### config.mk
export PLATFORM = sky130hd
export DESIGN_NAME = mem_bus_arbiter
export DESIGN_NICKNAME = d
export VERILOG_FILES = /design/src/rtl/mem_bus_arbiter.sv
export SDC_FILE = /design/constraint.sdc
export NUM_CORES = 1
export LEC_CHECK = 0
export CORE_MARGIN = 2
export CORE_UTILIZATION = 43
export CTS_CLUSTER_DIAMETER = 200
export DETAILED_ROUTE_END_ITERATION = 6
export PLACE_DENSITY = 0.86
export RECOVER_POWER = 50
export SKIP_LAST_GASP = 1
export SLEW_MARGIN = 40
export SYNTH_ARGS = -nofsm -noshare
export SYNTH_HDL_FRONTEND = slang
export SYNTH_SLANG_ARGS = --single-unit
### constraint.sdc
create_clock -name clk -period 4.09 [get_ports clk]
set_input_delay 0.818 -clock clk [delete_from_list [all_inputs] [get_ports clk]]
set_output_delay 0.818 -clock clk [all_outputs]
set_load 0.005 [all_outputs]
### src/rtl/mem_bus_arbiter.sv
// mem_bus_arbiter
//   Round-robin arbiter and access sequencer for the single shared external
//   memory bus. One requester owns the bus at a time. Each transaction is a
//   one-word fixed-latency read or write, and it ends with a one-cycle done
//   pulse to the owner.
//
//   Handshake: a requester raises req[i] with addr/wdata/rw stable. Those
//   fields are sampled only on the edge that grants the bus. The owner sees
//   done[i] for exactly one cycle, and rdata is valid in that cycle for a read.
//   After done there is one turnaround cycle before the next arbitration, so
//   the owner can drop req. A req still held after done is a new request and
//   ranks last in the round-robin order.
//
// Ports
//   clk, reset        rising-edge clock, asynchronous active-high reset
//   req/req_rw        per-requester request and direction (1 = write)
//   req_addr/wdata    packed per-requester fields, slot i at [i*W +: W]
//   grant/done        one-hot bus ownership / one-cycle completion pulse
//   rdata             read data captured at the done edge
//   mem_*             registered memory bus (enable, address, data, rw)
//   mem_rdata         memory read data, valid MEM_LATENCY edges after mem_en
//   busy              FSM is not IDLE
//   dbg_state         raw FSM state for observation
module mem_bus_arbiter #(
  parameter int NUM_REQ     = 2,
  parameter int ADDR_WIDTH  = 9,
  parameter int DATA_WIDTH  = 8,
  parameter int MEM_LATENCY = 2
) (
  input  logic                          clk,
  input  logic                          reset,
  input  logic [NUM_REQ-1:0]            req,
  input  logic [NUM_REQ*ADDR_WIDTH-1:0] req_addr,
  input  logic [NUM_REQ*DATA_WIDTH-1:0] req_wdata,
  input  logic [NUM_REQ-1:0]            req_rw,
  output logic [NUM_REQ-1:0]            grant,
  output logic [NUM_REQ-1:0]            done,
  output logic [DATA_WIDTH-1:0]         rdata,
  output logic                          mem_en,
  output logic [ADDR_WIDTH-1:0]         mem_addr,
  output logic [DATA_WIDTH-1:0]         mem_wdata,
  output logic                          mem_rw,
  input  logic [DATA_WIDTH-1:0]         mem_rdata,
  output logic                          busy,
  output logic [1:0]                    dbg_state
);

  localparam int PTR_W = $clog2(NUM_REQ);
  localparam int CNT_W = (MEM_LATENCY > 1) ? $clog2(MEM_LATENCY) : 1;

  typedef enum logic [1:0] {
    IDLE    = 2'd0,
    ACCESS  = 2'd1,
    RELEASE = 2'd2
  } state_e;

  state_e                  state_q;
  logic [CNT_W-1:0]        cnt_q;
  logic [PTR_W-1:0]        last_ptr_q;
  logic [NUM_REQ-1:0]      grant_q;
  logic [NUM_REQ-1:0]      done_q;
  logic [DATA_WIDTH-1:0]   rdata_q;
  logic                    mem_en_q;
  logic [ADDR_WIDTH-1:0]   mem_addr_q;
  logic [DATA_WIDTH-1:0]   mem_wdata_q;
  logic                    mem_rw_q;
  logic                    busy_q;

  // Round-robin winner. Candidates are visited from the farthest slot to the
  // nearest one after last_ptr, so the nearest requesting slot overwrites the
  // others and wins.
  logic [PTR_W-1:0]   win_idx;
  logic               win_valid;
  logic [NUM_REQ-1:0] win_onehot;

  always_comb begin
    int s;
    s         = 0;
    win_idx   = '0;
    win_valid = 1'b0;
    for (int k = NUM_REQ; k >= 1; k--) begin
      s = int'(last_ptr_q) + k;
      if (s >= NUM_REQ) s = s - NUM_REQ;
      if (req[PTR_W'(s)]) begin
        win_idx   = PTR_W'(s);
        win_valid = 1'b1;
      end
    end
    win_onehot = {{(NUM_REQ-1){1'b0}}, 1'b1} << win_idx;
  end

  always_ff @(posedge clk or posedge reset) begin
    if (reset) begin
      state_q     <= IDLE;
      cnt_q       <= '0;
      last_ptr_q  <= PTR_W'(NUM_REQ - 1);
      grant_q     <= '0;
      done_q      <= '0;
      rdata_q     <= '0;
      mem_en_q    <= 1'b0;
      mem_addr_q  <= '0;
      mem_wdata_q <= '0;
      mem_rw_q    <= 1'b0;
      busy_q      <= 1'b0;
    end else begin
      case (state_q)
        IDLE: begin
          if (win_valid) begin
            grant_q     <= win_onehot;
            mem_en_q    <= 1'b1;
            mem_addr_q  <= req_addr[win_idx*ADDR_WIDTH +: ADDR_WIDTH];
            mem_wdata_q <= req_wdata[win_idx*DATA_WIDTH +: DATA_WIDTH];
            mem_rw_q    <= req_rw[win_idx];
            last_ptr_q  <= win_idx;
            cnt_q       <= CNT_W'(MEM_LATENCY - 1);
            busy_q      <= 1'b1;
            state_q     <= ACCESS;
          end
        end
        ACCESS: begin
          if (cnt_q != '0) begin
            cnt_q <= cnt_q - CNT_W'(1);
          end else begin
            // grant_q is the owner's one-hot, so done lands on the owner.
            done_q <= grant_q;
            if (!mem_rw_q) rdata_q <= mem_rdata;
            grant_q     <= '0;
            mem_en_q    <= 1'b0;
            mem_addr_q  <= '0;
            mem_wdata_q <= '0;
            mem_rw_q    <= 1'b0;
            state_q     <= RELEASE;
          end
        end
        RELEASE: begin
          done_q  <= '0;
          busy_q  <= 1'b0;
          state_q <= IDLE;
        end
        default: state_q <= IDLE;
      endcase
    end
  end

  assign grant     = grant_q;
  assign done      = done_q;
  assign rdata     = rdata_q;
  assign mem_en    = mem_en_q;
  assign mem_addr  = mem_addr_q;
  assign mem_wdata = mem_wdata_q;
  assign mem_rw    = mem_rw_q;
  assign busy      = busy_q;
  assign dbg_state = state_q;

endmodule

---- Word-level counts from Yosys, hierarchy flattened ----
Index checks and enable logic that the tools add are counted.
storage, ports and cells
  flip-flop bits (word level) ............. 36
  output and inout bits ................... 34
  word-level logic and storage cells ...... 76
cells by class
  add/subtract/negate cells ............... 5
  multiply operators ...................... 1
  order comparisons ....................... 5
  eq/ne operators ......................... 4
  shift-type cells ........................ 3
  mux-type cells .......................... 34
  bitwise logic cells ..................... 2
  reduce and logical (&&, ||, !) cells .... 11
operator list
  cell                                                                                  number
  9-bit 2-to-1 mux                                                                      2
  9-bit one-hot mux with 2 select lines                                                 1
  18-bit by 6-bit indexed part select with 9-bit output                                 1
  1-bit 2-to-1 mux                                                                      16
  8-bit 2-to-1 mux                                                                      2
  8-bit one-hot mux with 2 select lines                                                 1
  16-bit by 5-bit indexed part select with 8-bit output                                 1
  2-bit one-hot mux with 2 select lines                                                 3
  2-bit 2-to-1 mux                                                                      5
  2-bit AND reduction                                                                   5
  1-bit one-hot mux with 2 select lines                                                 4
  1-bit by 3-bit < comparator with 1-bit output (second input constant)                 2
  3-bit AND reduction                                                                   2
  2-bit nonzero test                                                                    3
  1-bit by 4-bit multiplier with 5-bit output (second input constant)                   1
  2-bit != test (second input constant)                                                 2
  1-bit by 2-bit adder with 3-bit output (second input constant)                        1
  3-bit by 2-bit greater-or-equal comparator with 1-bit output (second input constant)  1
  1-bit subtractor (second input constant)                                              3
  1-bit by 1-bit adder with 2-bit output (second input constant)                        1
  2-bit by 1-bit equality test with 1-bit output (second input constant)                1
  2-bit equality test (second input constant)                                           1
  2-bit greater-or-equal comparator (second input constant)                             1
  2-bit zero test                                                                       1
  other kinds (3)                                                                       4

---- Longest topological paths before layout ----
  word-level depth ........................ 12
  depth in mapped cells ................... 7

---- Least setup slack after synthesis ----
No wires, ideal clock.
  kind .................................... input -> register
  from .................................... input port req[0]
  to ...................................... register mem_addr_q[6], in the netlist mem_addr[6]
  data arrival time ....................... 1804 ps
  required time ........................... 3955 ps
  slack ................................... 2151 ps
  cell stages on the path ................. 6
  cells stage by stage .................... or3b_1 > buf_2 > and2_4 > buf_6 > buf_8 > o2bb2ai_2
on the way
  word-level cells in the longest chain between the ends .. 8
  elaborated cells between the ends (all ways) .. 14
  classes of those cells .................. mul: 1; eq/ne: 1; shift: 1; mux: 10; reduce/logical: 1
RTL lines
  item                                                   line  source
  start: declaration                                     32    input logic [NUM_REQ-1:0] req,
  1-bit 2-to-1 mux (not written as such) (2 in a row)    84    if (req[PTR_W'(s)]) begin
  1-bit 2-to-1 mux (2 in a row)                          84
  1-bit by 4-bit multiplier with 5-bit output            111   mem_addr_q <= req_addr[win_idx*ADDR_WIDTH +: ADDR_WIDTH];
  18-bit by 6-bit indexed part select with 9-bit output  111
  9-bit 2-to-1 mux                                       108   if (win_valid) begin
  9-bit one-hot mux with 2 select lines                  106   case (state_q)
  end signal: assignment                                 111
  end: declaration                                       64    logic [ADDR_WIDTH-1:0] mem_addr_q;
Several ways; a longest one is shown, not always the timed one. The select of a mux whose other input is x is not followed.
A chain may end at the register's enable or synchronous reset.

==> results.cfg <==
[routing]
drt_iter0_drc = 36
post-route-drc-count = 0
first_pass_iters = 4
routed_wirelength_mm = 3.750
route.vias.total = 1258
ant_nets = 0
wire_per_inst_um = 15.18
avgViaCountPerCell = 5.093

[floorplan]
fp.dieArea_sq_um = 4318
core_area_sq_um = 3661
die_y_um = 65.72
die_w_um = 65.72
std_cell_rows = 22
io_pins = 82
start_util = 0.4474

[worst_setup_path]
worst_setup_path_start_kind = input pin
critical_path_class = in -> async
r2r-end = rdata[5]
critical_path_required_ns = 4.36
crit_arrival_ns = 2.66
regToRegSetupSlack_ns = 2.06
cp-end-kind = async pin
cp_max_fo = 19
r2r_cells = 3
r2r_start = dbg_state[1]

[logic_synthesis]
yosysSeqAreaShare = 0.5508
synth_area_leaders = dfrtp_1 (53%), mux2i_1 (12%), o2bb2ai_2 (9.2%)
syn_inst = 118
synth_edf_count = 0
yosys-top-cells-count = dfrtp_1 (35), mux2i_1 (19), o2bb2ai_1 (11), o2bb2ai_2 (10), mux2_2 (8)
yosysMostFrequentCell = dfrtp_1
avgSynthCellArea_sq_um = 13.88
synth_top_area_frac = 0.5348
synth_cell_types = 24
yosys_warnings = 0
synth_nets = 166
ys_dominant_reg_cell = dfrtp_1
synth_seq_cells = 36
syn_area_sq_um = 1638
ys_async_sr_fraction = 1.000
synth_largest_area_cell = dfrtp_1

[pwr]
power_switching_uw = 533.7
p_sw_frac = 0.3196
power.leakage_nw = 1.103
pwr-share-seq = 0.383
vdd_drop_max_mv = 0.3578
internal_power_mw = 1.136
p_total_mw = 1.670
power.density_nw_per_um2 = 662.6
clkPwrFrac = 0.139
pwr-share-comb = 0.478

[timing]
drv_slew = 0
setup_viol = 0
rsz0062_at_grt = no
worst_clock_skew_ns = 0.003277
timing.final.ws_setup_ns = 1.707
final_hold_viol_count = 0
timing.fmax_ghz = 0.4196
slew_headroom = 0.3737
setup_tns_ns = 0
tightest_slew_ns = 0.9394
fin_crit_sh = 0.5827
min_period_ns = 2.383

[clock_network]
insertion_delay_ns = 0.28
cts_tree = yes
numCtsBuffers = 5
clock_sinks = 36
cts_root_buffer = clkbuf_8
post-cts-setup-buffer-count = 0
holdBufCountCts = 0
clockBufferDepth = 2
h-tree-depth = 2
path_clk_slew_ns = 0.06
cts_resized = 0

[status]
status = finished, final reports clean

[final_layout]
fill_cells = 277
area_growth_syn_to_layout_pct = 53.86
utilization = 0.6883
final_cell_count_no_fill = 247
final_layout_size_suffix_gt1_frac = 0.1357
final_nets = 246
n_antenna_cell = 0

[hold_path]
hp-start = mem_addr[5]
holdPathEnd = mem_addr[5]
worstHoldPathType = reg -> reg
hold_depth = 1

[grt]
gr-total-overflow = 0
grt_max_degree = 20
track_usage = 0.1878
grt_pass1_vias = 1268
grt_antenna_before_repair = 0
grt_first_pass_wirelength_mm = 5.996

[run]
max_cap_violations = 0

[place]
placement.io_buffers = 80
place_congestion = 0.7588
dp_slack_ns = 1.527
dp_hpwl_mm = 2.877
place_inst = 239
## logic make-up (layout without fill, tap and decap cells)
logic type / Yosys count / after routing / synth area share
compound gates: 29 / 29 / 0.1780
buf+inv: 14 / 95 / 0.05118
flops: 36 / 36 / 0.5508
simple gates: 11 / 11 / 0.04355
mux: 27 / 27 / 0.1711
xor+xnor: 1 / 1 / 0.005349
## power groups by stage
stage	Sequential (mW)	Clock [mW]	Combinational, mW
finish	0.640	0.232	0.798
global route	0.668	0.256	0.869
CTS	0.644	0.244	0.822
detailed placement	0.647	0	0.820
global placement	0.641	0	0.800
floorplan	0.640	0	0.453
## cell type report
cell class              instances  area (sq um)  share of cell area
flip-flops and latches         36         902.1              0.3580
repair buffers                 82         812.0              0.3222
multi-input cells              68         646.9              0.2567
clock buffers                   8         80.08             0.03178
well taps                      48         60.06             0.02383
inverters                       5         18.77            0.007448
## cell usage in the layout, fill, tap and decap left out, drive strengths merged
cell | Yosys | routed
a21oi | 5 | 5
a22oi | 1 | 1
and2 | 1 | 1
buf | 9 | 1
clkbuf | 0 | 9
clkdlybuf4s50 | 0 | 76
dfrtp | 35 | 35
dfstp | 1 | 1
dlygate4sd3 | 0 | 4
inv | 5 | 5
mux2 | 8 | 8
mux2i | 19 | 19
nand2 | 2 | 2
nand2b | 1 | 1
nand3 | 1 | 1
nor2 | 3 | 3
nor3b | 1 | 1
o21a | 1 | 1
o21ai | 1 | 1
o2bb2ai | 21 | 21
or3b | 2 | 2
xnor2 | 1 | 1
## worst max path at each step
stage | start | end | slack [ns] | depth (start not counted)
final | reset | mem_addr[1] | 1.71 | 3
after global routing | reset | mem_addr[3] | 1.41 | 3
after CTS | req[0] | mem_addr[0] | 1.82 | 4
after detailed placement | req[0] | mem_addr[0] | 1.53 | 4
after floorplan | req[0] | mem_addr[6] | 2.15 | 6
after global placement | req[0] | mem_addr[7] | 1.40 | 4
## metrics by stage
| stage | hold slack [ns] | instance area [sq um] |
|---|---|---|
| finish | 0.4851 | 2520 |
| global route | 0.4993 | 2520 |
| CTS | 0.4876 | 2531 |
| detailed placement | 0.4724 | 2451 |
| global placement | 0.4625 | 2449 |
| floorplan | 0.4706 | 1638 |
## critical path: stages
cell	delay [ns]
dlygate4sd3_1	0.53
inv_1	0.54
clkbuf_1	0.77
## flip-flops by register name, indices dropped and copies added (netlist names)
signal / cells
mem_addr: 9
done: 2
rdata: 8
mem_wdata: 8
last_ptr_q: 1
busy: 1
mem_rw: 1
dbg_state: 2
grant: 2
mem_en: 1
cnt_q: 1
## routing by layer
metal	GRT usage	routed length, um
met4	0.04688	31
met5	0	0
met3	0.04966	270
met2	0.3371	1936
met1	0.2216	1511
(Power assumes the default switching activity.)
